[src/rtl/apb_pkg.sv]
// Shared definitions for the APB completers in this codebase.
//   - Bus widths for address and data.
//   - Default register window base address.
//   - State encoding used by the register-file completer FSM.
package apb_pkg;

  localparam int APB_AW = 32;
  localparam int APB_DW = 32;

  localparam logic [APB_AW-1:0] DEF_BASE_ADDR = 32'h0000_1000;

  localparam logic [1:0] ST_IDLE = 2'b00;
  localparam logic [1:0] ST_WAIT = 2'b01;
  localparam logic [1:0] ST_DONE = 2'b10;

endpackage

[src/rtl/apb_addr_decode.sv]
// Combinational address decoder for a word-aligned register window.
// Ports:
//   paddr  in  byte address from the APB setup phase
//   pwrite in  1 = write
//   idx    out register index, (paddr - BASE_ADDR) >> 2 truncated to IW bits
//   err    out access is illegal (out of window, misaligned, or a write to
//              the read-only last register)
module apb_addr_decode
  import apb_pkg::*;
#(
  parameter logic [APB_AW-1:0] BASE_ADDR = DEF_BASE_ADDR,
  parameter int NUM_REGS = 8,
  parameter int IW = $clog2(NUM_REGS)
) (
  input  logic [APB_AW-1:0] paddr,
  input  logic              pwrite,
  output logic [IW-1:0]     idx,
  output logic              err
);

  // End of the window, one bit wider so a window touching the top of the
  // address space cannot wrap and make the compare pass.
  localparam logic [APB_AW:0] END_ADDR = {1'b0, BASE_ADDR} + (APB_AW+1)'(4 * NUM_REGS);
  localparam logic [IW-1:0]   RO_IDX   = IW'(NUM_REGS - 1);

  logic below;
  logic above;
  logic misaligned;
  logic ro_write;

  assign idx        = IW'((paddr - BASE_ADDR) >> 2);
  // Range checks use the full address, never the truncated index.
  assign below      = paddr < BASE_ADDR;
  assign above      = {1'b0, paddr} >= END_ADDR;
  assign misaligned = paddr[1:0] != 2'b00;
  assign ro_write   = pwrite && (idx == RO_IDX);
  assign err        = below || above || misaligned || ro_write;

endmodule

[src/rtl/apb_regfile_slave.sv]
// APB completer exposing NUM_REGS 32-bit registers at BASE_ADDR.
// Register NUM_REGS-1 is a read-only count of completed transfers; register 0
// is exported on ctrl_q. WAIT_STATES extra access cycles precede pready.
// Ports:
//   clk, rst_n                 clock, async active-low reset
//   psel, penable, pwrite      APB control
//   paddr, pwdata              APB address / write data
//   prdata, pready, pslverr    APB response (registered)
//   ctrl_q                     current value of register 0
// Handshake: a transfer is accepted in the setup phase (psel=1, penable=0)
// and completes in the access-phase cycle where pready=1; the write and the
// counter increment happen at the end of that cycle, while psel=penable=1.
// Dropping psel before pready aborts the transfer with no side effects.
module apb_regfile_slave
  import apb_pkg::*;
#(
  parameter logic [APB_AW-1:0] BASE_ADDR = DEF_BASE_ADDR,
  parameter int NUM_REGS = 8,
  parameter int WAIT_STATES = 1
) (
  input  logic              clk,
  input  logic              rst_n,
  input  logic              psel,
  input  logic              penable,
  input  logic              pwrite,
  input  logic [APB_AW-1:0] paddr,
  input  logic [APB_DW-1:0] pwdata,
  output logic [APB_DW-1:0] prdata,
  output logic              pready,
  output logic              pslverr,
  output logic [APB_DW-1:0] ctrl_q
);

  localparam int IW = $clog2(NUM_REGS);
  localparam logic [IW-1:0] CNT_IDX = IW'(NUM_REGS - 1);
  localparam logic [3:0] WS_M1 = (WAIT_STATES == 0) ? 4'd0 : 4'(WAIT_STATES - 1);

  logic [1:0]        state;
  logic [3:0]        wcnt;
  logic [IW-1:0]     idx_q;
  logic              wr_q;
  logic              err_q;
  logic [APB_DW-1:0] regs [NUM_REGS];

  logic [IW-1:0]     dec_idx;
  logic              dec_err;

  apb_addr_decode #(
    .BASE_ADDR (BASE_ADDR),
    .NUM_REGS  (NUM_REGS),
    .IW        (IW)
  ) u_decode (
    .paddr  (paddr),
    .pwrite (pwrite),
    .idx    (dec_idx),
    .err    (dec_err)
  );

  // Transition into DONE. With zero wait states this happens straight from
  // the setup phase, so the live decode is used instead of the latched one.
  logic              go_done;
  logic [IW-1:0]     done_idx;
  logic              done_wr;
  logic              done_err;
  logic [APB_DW-1:0] done_rdata;

  always_comb begin
    go_done  = 1'b0;
    done_idx = idx_q;
    done_wr  = wr_q;
    done_err = err_q;
    case (state)
      ST_IDLE: begin
        if (psel && !penable && (WAIT_STATES == 0)) begin
          go_done  = 1'b1;
          done_idx = dec_idx;
          done_wr  = pwrite;
          done_err = dec_err;
        end
      end
      ST_WAIT: begin
        if (psel && (wcnt == 4'd0)) go_done = 1'b1;
      end
      default: ;
    endcase
    // Counter reads see the pre-increment value because the increment lands
    // at the end of the DONE cycle, after this capture.
    done_rdata = (!done_err && !done_wr) ? regs[done_idx] : '0;
  end

  logic complete;
  assign complete = (state == ST_DONE) && psel && penable;

  always_ff @(posedge clk or negedge rst_n) begin
    if (!rst_n) begin
      state   <= ST_IDLE;
      wcnt    <= 4'd0;
      idx_q   <= '0;
      wr_q    <= 1'b0;
      err_q   <= 1'b0;
      prdata  <= '0;
      pready  <= 1'b0;
      pslverr <= 1'b0;
    end else begin
      pready  <= 1'b0;
      pslverr <= 1'b0;
      if (go_done) begin
        pready  <= 1'b1;
        pslverr <= done_err;
        prdata  <= done_rdata;
      end
      case (state)
        ST_IDLE: begin
          // penable without a prior setup phase is ignored here.
          if (psel && !penable) begin
            idx_q <= dec_idx;
            wr_q  <= pwrite;
            err_q <= dec_err;
            if (WAIT_STATES == 0) begin
              state <= ST_DONE;
            end else begin
              wcnt  <= WS_M1;
              state <= ST_WAIT;
            end
          end
        end
        ST_WAIT: begin
          if (!psel)              state <= ST_IDLE;
          else if (wcnt == 4'd0)  state <= ST_DONE;
          else                    wcnt  <= wcnt - 4'd1;
        end
        ST_DONE: state <= ST_IDLE;
        default: state <= ST_IDLE;
      endcase
    end
  end

  // Register array. Write data is sampled live in the DONE cycle; the error
  // flag already excludes writes to the counter slot.
  always_ff @(posedge clk or negedge rst_n) begin
    if (!rst_n) begin
      for (int i = 0; i < NUM_REGS; i++) regs[i] <= '0;
    end else if (complete) begin
      if (!err_q && wr_q) regs[idx_q] <= pwdata;
      regs[CNT_IDX] <= regs[CNT_IDX] + 32'd1;
    end
  end

  assign ctrl_q = regs[0];

endmodule

[config.mk]
export PLATFORM = sky130hd
export DESIGN_NAME = apb_regfile_slave
export DESIGN_NICKNAME = d
export VERILOG_FILES = /design/src/rtl/apb_pkg.sv /design/src/rtl/apb_addr_decode.sv /design/src/rtl/apb_regfile_slave.sv
export SDC_FILE = /design/constraint.sdc
export NUM_CORES = 1
export LEC_CHECK = 0
export CORE_UTILIZATION = 59
export CTS_BUF_LIST = sky130_fd_sc_hd__clkbuf_8
export DETAILED_ROUTE_END_ITERATION = 8
export PLACE_DENSITY_LB_ADDON = 0.25
export SYNTH_ARGS = -nofsm -noshare
export SYNTH_HDL_FRONTEND = slang
export SYNTH_SLANG_ARGS = --single-unit
[constraint.sdc]
create_clock -name clk -period 2 [get_ports clk]
set_input_delay 0.5 -clock clk [delete_from_list [all_inputs] [get_ports clk]]
set_output_delay 0.5 -clock clk [all_outputs]
set_load 0.02 [all_outputs]
==> results of run 1 <==
metal layers:
layer | GRT usage [%] | vias up | wire, um
li1 | - | 3661 | -
met1 | 36.5 | 4282 | 13100
met2 | 41.7 | 187 | 14400
met3 | 3.75 | 47 | 1230
met4 | 6.65 | 0 | 491
met5 | 0 | - | 0
stage by stage:
| stage | setup TNS, ps | power [W] |
|---|---|---|
| 5_1_grt | -491 | 0.0138 |
| 4_1_cts | 0 | 0.0134 |
| 3_5_place_dp | -116960 | 0.00851 |
| 2_1_floorplan | 0 | 0.00766 |
| 6_report | 0 | 0.0132 |
| 3_3_place_gp | -108740 | 0.00849 |
logic make-up after synthesis:
group           Yosys count
mux                     324
flops                   301
simple gates            134
buf+inv                  87
compound gates           35
xor+xnor                 33
fa+ha+maj                 3
final cells by class:
cell class | instances | area [sq um]
timing repair buffer | 181 | 1870
fill | 1538 | 6400
sequential | 301 | 7540
multi-input combinational | 529 | 5630
clock inverter | 29 | 118
clock buffer | 56 | 771
inverter | 7 | 26.3
tap | 285 | 357
worst max path at each step:
stage / start / cells after the start / slack, ps / to
final: state[0]$_DFFE_PN0P_ / 5 / 20 / regs[212]$_DFFE_PN0P_
after global routing: state[0]$_DFFE_PN0P_ / 5 / -30 / regs[182]$_DFFE_PN0P_
after CTS: state[0]$_DFFE_PN0P_ / 5 / 20 / regs[211]$_DFFE_PN0P_
after detailed placement: penable / 6 / -550 / regs[210]$_DFFE_PN0P_
after global placement: penable / 6 / -490 / regs[214]$_DFFE_PN0P_
after floorplan: penable / 5 / 80 / regs[194]$_DFFE_PN0P_
power groups by stage:
stage	logic, W	clock network (W)	registers, W
3_5_place_dp	0.00204	0	0.00647
2_1_floorplan	0.00129	0	0.00637
5_1_grt	0.00215	0.00525	0.00638
3_3_place_gp	0.00202	0	0.00647
6_report	0.00200	0.00484	0.00637
4_1_cts	0.00204	0.00495	0.00636
synth_stat cells (all sizes together), types with 2 or more instances:
library cell	instances
nor4	10
xor2	5
and4	2
o21ai	33
nor3b	2
buf	67
nand4b	2
nand3	14
nand4	21
xnor2	28
ha	3
nor2	11
clkbuf	13
mux4	64
dfrtp	301
and3	7
nor3	5
mux2	228
mux2i	32
or3	2
nand2	50
inv	7
nand3b	2
registers in the layout, indices dropped and copies added, names as in the netlist:
register,flops
ctrl_q,32
done_err,1
done_idx,3
done_wr,1
prdata,32
pready,1
pslverr,1
regs,224
state,2
wcnt,4
worst max-delay path, stage by stage (launching register included):
cell and delay, ps:
dfrtp_1 400, and4b_2 350, nand4b_4 200, nor3b_4 330
buf_12 220, mux2_2 350
what timing repair did:
| action | 4_1_cts | 5_1_grt |
|---|---|---|
| gates cloned | 0 | 2 |
| setup buffers | 0 | 0 |
| gates resized for setup | 66 | 4 |
| setup endpoints to repair | 66 | 81 |
| hold endpoints to repair | 35 | 0 |
| pin swaps | 0 | 2 |
| hold buffers | 1 | 0 |
==> metrics.txt, run 1 <==
CTS H-tree depth=2; Synth Area in Compound Gates=under 10%; largest area contributor in the netlist=dfrtp_1; Post-Route WL=29.2 mm; CTS Buf Count=48; DRC viols=0; mux share of post-synthesis cell area=31.5%; RR Startpoint=state[0]$_DFFE_PN0P_; IO buf count=between 100 and 150; Mapped Cells=around 920; total gr overflow=0; Core ar.=22,700 sq um; setup ws final=between 20 and 25 ps; Placed Cells=about 1.3k; Clock Sinks=between 300 and 400; GRT Util Overall=25.6%; largest net degree at the start of global routing=65; Nets=between 1k and 1.5k; worst reg2reg path depth=5; Mean Syn Cell Area=roughly 15 sq um; Max Cap Viol=0; DRT iter0 DRCs=a little under 400; adder-cell share of the synthesized area=0.273%; Seq pwr share=just under 50%; Hold WC Path Type=in -> async; Worst VDD drop=681 uV; initial cell density of the core=between 60% and 70%; antenna cells=0; post-synthesis async set-or-reset flop share=100%; ANT nets after route=0; YS warnings=0; simple-gate share of the synthesized area=about 5.7%; R2R setup slack=20 ps; DR vias=about 8k; WHS=~430 ps; Routed WL per cell=approximately 21 um; Worst EP required=between 2000 and 2500 ps; Final Max Tran Viols=0; IO Pins=135; Cell Rows=55; Rel. slew slack=64.8%; post-DP HPWL=about 18 mm; Comb pwr share=roughly 15%; initial antenna violation count=0; status=finished clean; #FFs+latches synth=~300; design area=around 16,000 sq um; clock buffer depth=3; synthesized cell area=~14,000 sq um; Setup crit start kind=register; commonest non-fill, non-tap cell in the layout=dfrtp_1; global-route wire length before repair=approximately 48 mm; Final Util=a little under three quarters; chip height=155 um; Routability Congestion=around 0.77; worst slew pin tran=528 ps; clock share of power=between 30 and 40%; Hold Vio Cnt, Final=0; internal power=0.00963 W; min Tclk post-route=1980 ps; Post-synth top flop=dfrtp_1; Post-DP Area=15,400 sq um; Reg clk slew, reported paths=approximately 60 ps; Leak=8.16 nW; switching power share of the total=a little over a quarter; Clock Skews=17.0 ps; Psw=around 0.0036 W; Critical R2R Capture=regs[212]$_DFFE_PN0P_; worst setup path category=reg -> reg; CTS tree=yes; Syn Nets=989; crit-path max FO=18; CTS Root Cell=clkbuf_8; vias per std cell=5.89; Final setup viols=0; synth top area cells=dfrtp_1, mux2_2, mux4_2; fin cells=1,388; Yosys top cell area share=between 50% and 60%; largest family of logic cells by synthesized area=multiplexers; EDFF count, synth=0; RSZ-0062 raised after global routing=true; most frequent cells in the layout=dfrtp_1, mux2_2, clkdlybuf4s50_1; fraction of layout cells with a size suffix above 1=about 37%; DR pass1 iterations=6; Max Clock Freq=approximately 510 MHz; crit path DAT=around 2400 ps; CP endpoint kind=register; die area=roughly 24,000 sq um; sequential area share after synthesis=a little over half; area delta synth->final=18.7%; post-synth cell types=between 40 and 50; die width=about 150 um; Worst-Skew Late Latency=between 500 and 600 ps; vias in the first global route=between 8k and 9k; Synth Area in XOR/XNOR=2.10%; final period utilization=between 90% and 100%; Place WS=-545 ps; power per cell area=approximately 810 nW/um^2
Power figures use the tool's default switching activity.
==> run 2: changes to the inputs <==
--- a/config.mk
+++ b/config.mk
@@ -5,7 +5,8 @@
 export SDC_FILE = /design/constraint.sdc
 export NUM_CORES = 1
 export LEC_CHECK = 0
-export CORE_UTILIZATION = 59
+export ABC_AREA = 1
+export CORE_UTILIZATION = 60
 export CTS_BUF_LIST = sky130_fd_sc_hd__clkbuf_8
 export DETAILED_ROUTE_END_ITERATION = 8
 export PLACE_DENSITY_LB_ADDON = 0.25
==> constraint.sdc (replaced) <==
create_clock -name clk -period 1.91 [get_ports clk]
set_input_delay 0.4775 -clock clk [delete_from_list [all_inputs] [get_ports clk]]
set_output_delay 0.4775 -clock clk [all_outputs]
set_load 0.02 [all_outputs]
==> run 2 against run 1 <==
Register-to-register slack better by 97 ps. Sequential power up 5.3%. Clock power rose by 9.7%. Synthesized cell count grew 90%. Flip-flop and latch count unchanged.
==> metrics.txt, run 2 <==
Setup crit start kind=register; area delta synth->final=19.5%; largest area contributor in the netlist=dfrtp_1; CTS Root Cell=clkbuf_8; synthesized cell area=approximately 14,000 sq um; worst setup path category=reg -> out; worst slew pin tran=just over 500 ps; Hold WC Path Type=in -> async; RSZ-0062 raised after global routing=false; max FFs per register=approximately 220; antenna cells=0; initial cell density of the core=roughly three fifths; filler instances=between 1.5k and 2k; #FFs+latches synth=301; die area=around 24,000 sq um; initial antenna violation count=0; Clock Sinks=approximately 300; Buf/Inv on CP=1; WHS=around 400 ps; fraction of layout cells with a size suffix above 1=under 10%; Clock Skews=between 15 and 20 ps; CP max stage delay=between 400 and 500 ps; Total Power=0.0155 W; ANT nets after route=0; CTS H-tree depth=2; most frequent cells in the layout=nand2_1, dfrtp_1, o21ai_0; Rel. slew slack=around two thirds; DRT iter0 DRCs=about 1.3k; commonest non-fill, non-tap cell in the layout=nand2_1; Mean Syn Cell Area=about 8.1 sq um; Nets=approximately 1.9k; status=finished clean; Mapped Cells=1,742; largest net degree at the start of global routing=66; power per cell area=925 nW/um^2; Hold Vio Cnt, Final=0; YS warnings=0; chip height=roughly 160 um; Max Cap Viol=0; Routability Congestion=~0.83; Max Clock Freq=between 500 and 600 MHz; design area=approximately 17,000 sq um; worst reg2reg path depth=6; Core ar.=between 20,000 and 25,000 sq um; Yosys top cell area share=roughly 54%; Post-Route WL=around 37 mm; Post-synth top flop=dfrtp_1; CTS Buf Count=48; R2R setup slack=around 120 ps; commonest cells in the netlist=nand2_1, dfrtp_1, o21ai_0; post-synthesis async set-or-reset flop share=100%; slowest stage cell, crit path=dfrtp_1; Routed WL per cell=roughly 17 um; min Tclk post-route=approximately 1800 ps; CTS tree=yes; global-route wire length before repair=roughly 60 mm; synth top area cells=dfrtp_1, nand2_1, o21ai_0; sequential area share after synthesis=between 50% and 60%; post-synth cell types=30; final period utilization=between 90% and 100%; Worst-Skew Late Latency=about 560 ps; RR Startpoint=done_idx[1]$_DFFE_PN0P_; Reg clk slew, reported paths=around 60 ps; EDFF count, synth=0; clock buffer depth=3; vias in the first global route=roughly 12k; DR pass1 iterations=6; Placed Cells=approximately 2.1k; total gr overflow=0; Final Max Tran Viols=0; fin cells=between 2k and 2.5k; Final Util=about three quarters; crit-path max FO=3; GRT Util Overall=32.5%; IO Pins=135; IO buf count=between 100 and 150; Reg with most FFs=regs; Post-CTS Setup Inserts=0; DR vias=about 12k; worst path cell trace=dlygate4sd2_1; Post-DP Area=~16,000 sq um; Leak=between 8 and 9 nW; most frequent cell after synthesis=nand2_1; CP endpoint kind=output port; crit path DAT=1330 ps; vias per std cell=roughly 5.6; die width=about 160 um; post-DP HPWL=~25 mm; Syn Nets=around 1.8k; cell family with most CP delay=flip-flops; Critical R2R Capture=prdata[22]$_DFFE_PN0P_; Worst EP required=~1400 ps; DRC viols=0; Final setup viols=0; Cell Rows=55; Worst VDD drop=545 uV
run 2: cell types whose count changed in the layout (fill, tap and decap cells not counted), sizes merged, moves of 38 or more:
| cell | delta |
|---|---|
| nand2 | +571 |
| o21ai | +237 |
| mux2 | -228 |
| inv | +117 |
| nor2 | +87 |
| mux4 | -64 |
| o211ai | +57 |
| a21oi | +38 |
run 2: cells by family after synthesis:
logic type	after synthesis	share of synthesized area, %
and+or+nand+nor	793	22.8
xor gates and xnor gates	22	1.37
DFF	301	53.6
buffers and inverters	257	7.94
AOI/OAI and AO/OA	366	14.0
adders and majority gates	3	0.267
run 2: metal layers:
layer / GRT usage [%] / routed length [um] / vias to the layer above
met1: 47.9 / 16300 / 5885
met5: 0 / 0 / -
met2: 48.1 / 16400 / 518
li1: - / - / 5791
met3: 7.83 / 3960 / 64
met4: 9.10 / 675 / 0
run 2: area by class of cell:
cell class | instances | area (sq um) | area share, %
sequential | 301 | 7540 | 44.8
multi-input combinational | 1184 | 5430 | 32.3
timing repair buffer | 193 | 2010 | 12.0
clock buffer | 62 | 853 | 5.08
inverter | 138 | 519 | 3.09
tap | 313 | 392 | 2.33
clock inverter | 17 | 72.6 | 0.432
run 2: how the worst max path moves through the flow:
stage	start	endpoint	slack [ps]	cells past startpoint
2_1_floorplan	penable	ctrl_q[11]$_DFFE_PN0P_	320	8
3_3_place_gp	penable	regs[22]$_DFFE_PN0P_	-230	9
3_5_place_dp	penable	ctrl_q[4]$_DFFE_PN0P_	-290	9
4_1_cts	ctrl_q[0]$_DFFE_PN0P_	ctrl_q[0]	90	1
5_1_grt	done_idx[1]$_DFFE_PN0P_	prdata[22]$_DFFE_PN0P_	20	6
6_report	ctrl_q[0]$_DFFE_PN0P_	ctrl_q[0]	100	1
run 2: metrics by stage:
| step | worst slack [ps] | setup TNS, ps |
|---|---|---|
| after floorplan | 321 | 0 |
| after global placement | -228 | -43380 |
| after detailed placement | -291 | -50410 |
| after CTS | 87.1 | 0 |
| after global routing | 16.7 | 0 |
| final | 99.4 | 0 |
run 2: what timing repair did:
item	CTS	global route
gates resized for setup	66	3
pin swaps	0	0
setup endpoints to repair	66	9
hold endpoints to repair	29	0
hold buffers	1	0
run 2: where the power goes:
group | switching (W) | leakage, nW | total (W) | internal, W
logic | 0.00237 | 3.95 | 0.00352 | 0.00115
clock network | 0.00244 | 0.525 | 0.00531 | 0.00287
registers | 0.000166 | 4.10 | 0.00671 | 0.00654
==> run 3: changes to the inputs <==
--- a/config.mk
+++ b/config.mk
@@ -6,9 +6,10 @@
 export NUM_CORES = 1
 export LEC_CHECK = 0
 export ABC_AREA = 1
-export CORE_UTILIZATION = 60
+export CORE_UTILIZATION = 55
 export CTS_BUF_LIST = sky130_fd_sc_hd__clkbuf_8
 export DETAILED_ROUTE_END_ITERATION = 8
+export GPL_TIMING_DRIVEN = 0
 export PLACE_DENSITY_LB_ADDON = 0.25
 export SYNTH_ARGS = -nofsm -noshare
 export SYNTH_HDL_FRONTEND = slang
==> run 3 against run 2 <==
Cell area increased by 1.9%. Flip-flop and latch count unchanged. Largest cell class unchanged. Fmax shrank 4.7%. Wire length rose by 6.9%. Critical path type is now reg -> reg. Via count up 1.9%. Global-route usage shrank 1.3 points. Clock skew rose by 4.6 ps. Worst hold slack better by 75 ps.
==> metrics.txt, run 3 (synthesis gave the netlist of run 2 again) <==
RR Startpoint=done_idx[0]$_DFFE_PN0P_; Final Util=between 60% and 70%; Reg clk slew, reported paths=roughly 60 ps; Worst VDD drop=approximately 520 uV; ANT nets after route=0; Setup Total Neg Slack=0 ps; worst reg2reg path depth=8; Setup crit start kind=register; initial antenna violation count=1; Clock Skews=between 15 and 20 ps; chip height=162 um; die width=approximately 160 um; slowest stage cell, crit path=o21ai_0; most frequent cells in the layout=nand2_1, dfrtp_1, inv_1; crit-path max FO=10; max layer used=met4; Max Clock Freq=526 MHz; Nets=about 2.0k; Place WS=-665 ps; status=finished clean; clock buffer depth=3; IO buf count=around 130; DRC viols=0; Cell Rows=58; Reg with most FFs=regs; DRT iter0 DRCs=between 1k and 1.5k; worst path cell trace=buf_4 -> clkbuf_2 -> nand2_1 -> a21oi_1 -> o21ai_0 -> nand2_1 -> nand2_1 -> nand2_1; Setup crit start=done_idx[0]$_DFFE_PN0P_; Worst-Skew Late Latency=slightly below 600 ps; CTS Buf Count=48; Rel. slew slack=a little over half; max FFs per register=224; antenna cells=0; R2R setup slack=9 ps; Detail Route met3 WL=approximately 3.8 mm; routed length on met1=16.9 mm; GRT Util Overall=31.2%; Routability Congestion=between 0.9 and 1; vias per std cell=roughly 5.4; Routed WL per cell=approximately 17 um; power per cell area=approximately 940 nW/um^2; commonest non-fill, non-tap cell in the layout=nand2_1; Core ar.=25,100 sq um; Worst EP required=2380 ps; min Tclk post-route=~1900 ps; final period utilization=between 90% and 100%; setup ws final=between 9 and 10 ps; initial cell density of the core=56.0%; IO Pins=135; vias in the first global route=about 12k; CP endpoint kind=register; Critical R2R Capture=prdata[22]$_DFFE_PN0P_; post-DP HPWL=29.2 mm; largest net degree at the start of global routing=roughly 110; Most Frequent Cell on Critical Path=nand2_1; Leak=~8.7 nW; crit path DAT=approximately 2400 ps; Post-Route WL=roughly 40 mm; CP max stage delay=around 430 ps; Max Cap Viol=0; area delta synth->final=21.8%; fraction of layout cells with a size suffix above 1=between 10 and 15%; Hold Vio Cnt, Final=0; DR pass1 iterations=5; CTS tree=yes; Final Max Tran Viols=0; DR vias=~12k; total gr overflow=0; worst setup path category=reg -> reg; worst slew pin tran=roughly 680 ps; CTS Root Cell=clkbuf_8; die area=26,200 sq um; RSZ-0062 raised after global routing=true; CTS H-tree depth=2; Clock Sinks=about 300; global-route wire length before repair=between 60 and 70 mm; Routed met2 length=18.2 mm; Setup crit end=prdata[22]$_DFFE_PN0P_; Hold WC Path Type=reg -> reg; Final setup viols=0
## run 3: worst min path at each step
stage | from | endpoint | slack [ps] | depth (start not counted)
after floorplan | rst_n | ctrl_q[0]$_DFFE_PN0P_ | 180 | 0
after global placement | regs[31]$_DFFE_PN0P_ | regs[31]$_DFFE_PN0P_ | 460 | 2
after detailed placement | regs[30]$_DFFE_PN0P_ | regs[30]$_DFFE_PN0P_ | 460 | 2
after CTS | regs[30]$_DFFE_PN0P_ | regs[30]$_DFFE_PN0P_ | 470 | 2
after global routing | regs[98]$_DFFE_PN0P_ | regs[98]$_DFFE_PN0P_ | 500 | 2
final | regs[30]$_DFFE_PN0P_ | regs[30]$_DFFE_PN0P_ | 470 | 2
## run 3: critical path, delay by kind of cell, from the launching register on
kind	cells	cell delay, ps
AOI/OAI and AO/OA	2	530
and+or+nand+nor	4	430
buffers and inverters	2	440
DFF	1	400
## run 3: where the power goes
part	internal, W	switching, W	total, W	leakage (nW)
clock	0.00335	0.00255	0.00590	0.577
combinational	0.00100	0.00247	0.00347	4.06
sequential	0.00654	0.000160	0.00670	4.10
total	0.0109	0.00518	0.0161	8.74
## run 3: metrics by stage
step,hold WS [ps],instance area (sq um),power [W],std cells
after floorplan,182,14100,0.00880,1742
after global placement,457,15800,0.0101,2206
after detailed placement,458,15900,0.0101,2208
after CTS,473,17000,0.0160,2294
after global routing,502,17100,0.0168,2300
final,469,17100,0.0161,2300
## run 3: per-layer routing
metal / global-route usage (%) / vias up
li1: - / 5952
met1: 43.2 / 5892
met2: 48.9 / 578
met3: 6.97 / 74
met4: 10.2 / 0
met5: 0 / -
## run 3: cell type report
cell class                      count  area (sq um)
Multi-Input combinational cell   1184          5480
Buffer                            118           738
Inverter                          138           520
Clock inverter                     15          93.8
Clock buffer                       70           963
Fill cell                        2100          7980
Sequential cell                   301          7530
Timing Repair Buffer              144          1380
Tap cell                          330           413
## run 3: what timing repair did
item | 4_1_cts | 5_1_grt
endpoints found under the hold margin | 82 | 0
buffers inserted | 1 | 6
resized for setup | 127 | 146
hold buffers | 1 | 0
setup endpoints to repair | 230 | 281
pin swaps | 1 | 4
